===== src/rtl/dense_backward.sv =====
// rtl/dense_backward.sv - dense layer backward pass (dX and dW) on a single time-shared MAC.
module dense_backward #(
  parameter int B     = 2,
  parameter int M     = 3,
  parameter int N     = 4,
  parameter int WIDTH = 16,
  parameter int FRAC  = 8
) (
  input  logic                    clk,
  input  logic                    rst_n,
  input  logic                    start,
  input  logic signed [WIDTH-1:0] weights  [M][N],
  input  logic signed [WIDTH-1:0] inputs   [B][N],
  input  logic signed [WIDTH-1:0] grad_out [B][M],
  output logic signed [WIDTH-1:0] grad_in  [B][N],
  output logic signed [WIDTH-1:0] grad_w   [M][N],
  output logic                    busy,
  output logic                    done
);

  localparam int BW = (B > 1) ? $clog2(B) : 1;
  localparam int MW = (M > 1) ? $clog2(M) : 1;
  localparam int NW = (N > 1) ? $clog2(N) : 1;
  localparam logic [BW-1:0] B_LAST = BW'(B - 1);
  localparam logic [MW-1:0] M_LAST = MW'(M - 1);
  localparam logic [NW-1:0] N_LAST = NW'(N - 1);

  typedef enum logic [1:0] {IDLE, DX, DW, FIN} state_t;

  state_t state, state_next;

  logic [BW-1:0] bi;
  logic [MW-1:0] mi;
  logic [NW-1:0] ni;
  logic          b_last, m_last, n_last;

  logic signed [WIDTH-1:0] cap_w  [M][N];
  logic signed [WIDTH-1:0] cap_x  [B][N];
  logic signed [WIDTH-1:0] cap_dy [B][M];

  logic signed [WIDTH-1:0]   mul_a, mul_b;
  logic signed [2*WIDTH-1:0] prod, acc, sum, shifted;
  logic signed [WIDTH-1:0]   result;

  assign b_last = (bi == B_LAST);
  assign m_last = (mi == M_LAST);
  assign n_last = (ni == N_LAST);

  // dY[b][i] is a factor in both passes; only the second operand is switched.
  assign mul_a   = cap_dy[bi][mi];
  assign mul_b   = (state == DW) ? cap_x[bi][ni] : cap_w[mi][ni];
  assign prod    = mul_a * mul_b;
  assign sum     = acc + prod;
  assign shifted = sum >>> FRAC;
  assign result  = shifted[WIDTH-1:0];

  always_ff @(posedge clk or negedge rst_n) begin
    if (!rst_n) state <= IDLE;
    else        state <= state_next;
  end

  always_comb begin
    state_next = state;
    case (state)
      IDLE: if (start) state_next = DX;
      DX:   if (b_last && n_last && m_last) state_next = DW;
      DW:   if (m_last && n_last && b_last) state_next = FIN;
      FIN:  state_next = IDLE;
      default: state_next = IDLE;
    endcase
  end

  always_comb begin
    busy = (state == DX) || (state == DW);
    done = (state == FIN);
  end

  always_ff @(posedge clk or negedge rst_n) begin
    if (!rst_n) begin
      acc     <= '0;
      bi      <= '0;
      mi      <= '0;
      ni      <= '0;
      cap_w   <= '{default: '0};
      cap_x   <= '{default: '0};
      cap_dy  <= '{default: '0};
      grad_in <= '{default: '0};
      grad_w  <= '{default: '0};
    end else begin
      case (state)
        IDLE: begin
          if (start) begin
            cap_w  <= weights;
            cap_x  <= inputs;
            cap_dy <= grad_out;
            acc    <= '0;
            bi     <= '0;
            mi     <= '0;
            ni     <= '0;
          end
        end
        DX: begin
          if (m_last) begin
            grad_in[bi][ni] <= result;
            acc             <= '0;
          end else begin
            acc <= sum;
          end
          mi <= m_last ? '0 : mi + 1'b1;
          if (m_last) begin
            ni <= n_last ? '0 : ni + 1'b1;
            if (n_last) bi <= b_last ? '0 : bi + 1'b1;
          end
        end
        DW: begin
          if (b_last) begin
            grad_w[mi][ni] <= result;
            acc            <= '0;
          end else begin
            acc <= sum;
          end
          bi <= b_last ? '0 : bi + 1'b1;
          if (b_last) begin
            ni <= n_last ? '0 : ni + 1'b1;
            if (n_last) mi <= m_last ? '0 : mi + 1'b1;
          end
        end
        default: ;
      endcase
    end
  end

endmodule


===== config.mk =====
export PLATFORM = sky130hd
export DESIGN_NAME = dense_backward
export DESIGN_NICKNAME = d
export VERILOG_FILES = /design/src/rtl/dense_backward.sv
export SDC_FILE = /design/constraint.sdc
export NUM_CORES = 2
export LEC_CHECK = 0
export BUFFER_PORTS_ARGS = -buffer_cell sky130_fd_sc_hd__buf_2
export CAP_MARGIN = 20
export CORE_MARGIN = 3
export CORE_UTILIZATION = 51
export DETAILED_ROUTE_END_ITERATION = 10
export GPL_ROUTABILITY_DRIVEN = 0
export PLACE_DENSITY = 0.76
export SLEW_MARGIN = 25
export SYNTH_ARGS = -nofsm -noshare
export SYNTH_HDL_FRONTEND = slang
export SYNTH_SLANG_ARGS = --single-unit

===== constraint.sdc =====
create_clock -name clk -period 7.62 [get_ports clk]
set_input_delay 1.143 -clock clk [delete_from_list [all_inputs] [get_ports clk]]
set_output_delay 1.143 -clock clk [all_outputs]
set_load 0.02 [all_outputs]

# Yosys cells after proc, flatten, opt, wreduce, memory -nomap -nowiden
# Index checks and enable logic that the tools add are counted.
# W data, S select, Z words.
[word_totals]
register_bits = 775
in_bits = 419
wordCells = 144
[op_classes]
n_addsub = 4
n_mul = 1
order_cmp = 6
eq_ne = 12
mux = 49
bitwise_logic = 3
reduce_logical = 18
[op_table]
columns = ["op", "n"]
rows = [
  ["$mux W64", 7],
  ["$bwmux W192", 1],
  ["$mux W48", 3],
  ["$bmux W64 S2", 1],
  ["$bwmux W128", 1],
  ["$demux W64 S2", 1],
  ["$mux W16", 8],
  ["$bmux W16 S2", 3],
  ["$mux W32", 3],
  ["$pmux W32 S3", 1],
  ["$demux W64 S1", 1],
  ["$add A32 B32 Y32", 1],
  ["$demux W16 S2", 1],
  ["$mul A16 B16 Y32", 1],
  ["$mux W2", 10],
  ["$ne A2 B2 Y1 const B", 6],
  ["$pmux W2 S3", 2],
  ["$reduce_and A4 Y1", 3],
  ["$eq A2 B2 Y1 const B", 4],
  ["$pmux W2 S4", 1],
  ["$reduce_and A2 Y1", 4],
  ["$logic_and A1 B1 Y1", 7],
  ["$ge A3 B3 Y1 const B", 2],
  ["$lt A3 B1 Y1 const B", 2],
  ["14 further kinds", 19],
]

# Depth between registers and ports, before layout
[logic_depth]
word_depth = 12
mapped_depth = 37
ltp_nobuf = 28

# Worst setup path after synthesis
# OpenSTA, ideal clock, no wires.
[synth_path]
path_kind = "reg-to-reg"
from = "reg mi[0]"
to = "reg grad_in[15] (netlist name)"
setup_time_ns = 0.125
t_arrival_ns = 8.209
t_required_ns = 7.495
setup_slack_ns = -0.713
stages_incl_launch_ff = 36
cell_sequence = "dfrtp_1 -> buf_6 -> buf_6 -> buf_6 -> buf_6 -> buf_4 -> buf_4 -> clkbuf_1 -> mux2_2 -> a221oi_1 -> nor3_1 -> o31ai_1 -> clkbuf_1 -> nor2_1 -> fa_1 -> inv_1 -> fa_1 -> fa_1 -> inv_1 -> fa_1 -> fa_1 -> inv_1 -> fa_1 -> inv_1 -> ha_1 -> o21a_1 -> o21ai_0 -> nand2b_1 -> nand2_1 -> nand2_1 -> o21ai_0 -> o21ai_0 -> a31oi_1 -> xnor2_2 -> buf_6 -> mux2_2"
[synth_via]
elab_chain_cells = 11
word_cells_on_any_way = 16
[synth_rtl]
columns = ["element", "line_no", "rtl"]
rows = [
  ["start: declaration", "33", "logic [MW-1:0] mi;"],
  ["start signal: assignment", "109", "mi <= m_last ? '0 : mi + 1'b1;"],
  ["start signal: assignment", "125", "if (n_last) mi <= m_last ? '0 : mi + 1'b1;"],
  ["$not A2 Y3 (not written as such)", "50, 51", ""],
  ["$bmux W64 S2", "51", "assign mul_b = (state == DW) ? cap_x[bi][ni] : cap_w[mi][ni];"],
  ["$mux W64 (not written as such) (2 in a row)", "51", ""],
  ["$bmux W16 S2", "51", ""],
  ["$mux W16 (not written as such) (2 in a row)", "51", ""],
  ["$mux W16", "51", ""],
  ["$mul A16 B16 Y32", "52", "assign prod = mul_a * mul_b;"],
  ["$add A32 B32 Y32", "53", "assign sum = acc + prod;"],
  ["$bwmux W128", "104", "grad_in[bi][ni] <= result;"],
  ["end signal: indexed assignment", "104", ""],
  ["end: declaration", "15", "output logic signed [WIDTH-1:0] grad_in [B][N],"],
]
# Several ways; a longest one is shown, not always the timed one. The select of a mux whose other input is x is not followed.
# A chain may end at the register's enable or synchronous reset.

# Final worst setup path
[layout_path]
from = "reg mi[0]"
to = "reg grad_w[92] (netlist name)"
[layout_via]
elab_chain_cells = 11
word_cells_on_any_way = 19
[layout_rtl]
columns = ["element", "line_no", "rtl"]
rows = [
  ["$not A2 Y3 (not written as such) (*)", "50, 51, 117", ""],
  ["$bmux W64 S2", "51", ""],
  ["$mux W64 (not written as such) (2 in a row)", "51", ""],
  ["$bmux W16 S2", "51", ""],
  ["$mux W16 (not written as such) (2 in a row)", "51", ""],
  ["$mux W16", "51", ""],
  ["$mul A16 B16 Y32", "52", ""],
  ["$add A32 B32 Y32", "53", ""],
  ["$bwmux W192 (*)", "117", "grad_w[mi][ni] <= result;"],
  ["end signal: indexed assignment", "117", ""],
  ["end: declaration", "16", "output logic signed [WIDTH-1:0] grad_w [M][N],"],
]
# Every way passes the cells marked *; elsewhere a longest branch is shown, timed or not. The select of a mux whose other input is x is not followed.

==> metrics.txt <==
result of the run=finished, final reports clean; fin cells=~5.4k; fin util=65.3%; GR Overflow Total=0; Slew Limit Fails=0; Worst R2R Start=mi[0]$_DFFE_PN0P_; met3 wire len=10.5 mm; Clock Latency Late Sink=between 0.6 and 0.7 ns; Hold Crit Depth=2; mapped cell area=approximately 0.04 mm2; endpoints failing hold=0; Total GRT Usage=30.2%; first-pass GRT wire length=~190 mm; core box area=0.0767 mm2; crit-path max FO=9; sequential area share after synthesis=48.2%; Clk pin slew, worst setup/hold paths=about 0.060 ns; Worst-Margin Slew=1.16 ns; row cnt=101; CTS Sinks=767; initial core utilization=51.9%; fmax=approximately 0.13 GHz; leading area contributor after synthesis=dfrtp_1; # nets final=4985; Reg2Reg Depth=27; number of global-route vias before repair=30.7k; CP required=a little over 8 ns; Die W=286 um; YS warnings=0; vias post-DR=30.4k; IO buf count=740; Relative slew margins=22.5%; clk root buf=clkbuf_16; layout cells sized above 1=between 40% and 50%; WL/cell=~24 um; met2 wire length=61.5 mm; Syn Nets=4168; Post-synth top cells=dfrtp_1, mux2_2, nand2_1; minimum clock period=7.52 ns; Iter 0 DRT Violations=2292; Final ANT Viol Nets=0; CTS buffer count=83; slowest stage delay, CP=0.56 ns; cell count after synthesis=3450; count of different cell masters after synthesis=59; total negative slack=0 ns; #FFs+latches synth=767; EDFF count, synth=0; CP startpoint=mi[0]$_DFFE_PN0P_; final setup violation count=0; R2R setup slack=roughly 0.095 ns; top cell type's share of synthesized area=roughly half; Vias/cell=between 5 and 6; Setup CP Type=reg2reg; Clock Path Buffers=3; RSZ-0062 raised after global routing=yes; crit path capture type=register; synth-to-layout area growth=25.7%; Max-Cap Viols=0; hold crit path type=reg2reg; Syn Area/Cell=11.5 um2; Critical Path Start Type=register; WL met1=49.3 mm; largest net degree at the start of global routing=215; CTS tree=done; Worst setup endpoint=grad_w[92]$_DFFE_PN0P_; max layer used=met5; H-tree depth=3; DRT Pass-1 Iters=8; slowest CP cell=fa_2; top-count cell post-synth=dfrtp_1; DP HPWL=92.2 mm; Post-route DRC=0; Boundary Pins=741; Critical Path AT=8.00 ns; cts hold-fix bufs=0; clock skew=0.0416 ns; synth top area cells=dfrtp_1, mux2_2, fa_1; initial antenna violation count=54; ys flop type=dfrtp_1; DIE HEIGHT=about 290 um; total wire length=130 mm; final worst path period share=98.8%; placed insts=5161; R2R Path End=grad_w[92]$_DFFE_PN0P_; die area=between 0.08 and 0.09 mm2; Async SR Flop Fraction=100%
cell families (layout without fill, tap and decap cells):
logic type      count (synthesis)  in the layout  share of synthesized area [%]
xor+xnor                       41             41                          0.989
mux                           574            575                           17.2
simple gates                  688            690                           7.04
fa+ha+maj                     299            299                           13.3
other cells                     0             52                              0
compound gates                531            531                           7.82
flops                         767            767                           48.2
buf+inv                       550           1427                           5.45
per-layer routing:
layer  global-route usage, %  vias up
li1                        -    13166
met3                    6.13      447
met5                       0        -
met2                    48.1     1461
met1                    38.7    15340
met4                    17.4       12
cells in the final DEF, fill, tap and decap left out, drive strengths merged, types with 46 or more instances in the layout:
cell,instances
buf,942
dfrtp,767
mux2,498
nand2,479
o21ai,356
inv,331
fa,209
clkbuf,123
nor2,109
ha,90
diode,52
a221oi,46
sequential cells by signal (all words and copies together), names as in the netlist:
name	cells
acc	24
b_last	1
cap_dy	96
cap_w	192
cap_x	128
grad_in	128
grad_w	192
mi	2
ni	2
state	2
per-stage QoR:
stage               area [um2]  setup WS, ns  hold WS (ns)
floorplan                39900      -0.00718         0.456
global placement         45700         0.120         0.456
detailed placement       45700        0.0494         0.464
CTS                      48600       0.00905         0.478
global route             50100        -0.118         0.491
finish                   50100        0.0950         0.472
worst min-delay path by stage:
stage                       startpoint                      end
2_1_floorplan      acc[10]$_DFFE_PN0P_      acc[10]$_DFFE_PN0P_
3_3_place_gp    grad_w[71]$_DFFE_PN0P_   grad_w[71]$_DFFE_PN0P_
3_5_place_dp   grad_w[140]$_DFFE_PN0P_  grad_w[140]$_DFFE_PN0P_
4_1_cts         grad_w[54]$_DFFE_PN0P_   grad_w[54]$_DFFE_PN0P_
5_1_grt         grad_w[67]$_DFFE_PN0P_   grad_w[67]$_DFFE_PN0P_
6_report        grad_w[36]$_DFFE_PN0P_   grad_w[36]$_DFFE_PN0P_
worst max-delay path: cells and delay by family (launching register included):
family                   cells  cell delay [ns]
flip-flops                   1             0.54
buffers and inverters       11             1.26
adder cells (fa/ha/maj)      7             3.34
AND/OR/NAND/NOR              2             0.30
multiplexers                 2             0.94
AO/OA/AOI/OAI                5             0.95
area by class of cell:
class,count,area [um2]
diodes,52,130
clock buffers,111,2320
clock inverters,37,529
fillers,5797,26600
inverters,325,1230
multi-input cells,2136,19300
flip-flops and latches,767,19200
well taps,1030,1290
repair buffers,954,6080
timing repair:
action,CTS,global route
setup buffers,0,33
endpoints found under the setup margin,0,237
resized for setup,0,149
Power is not shown: default switching activity piles up to over one toggle a cycle in this logic, so the estimate is an artifact.
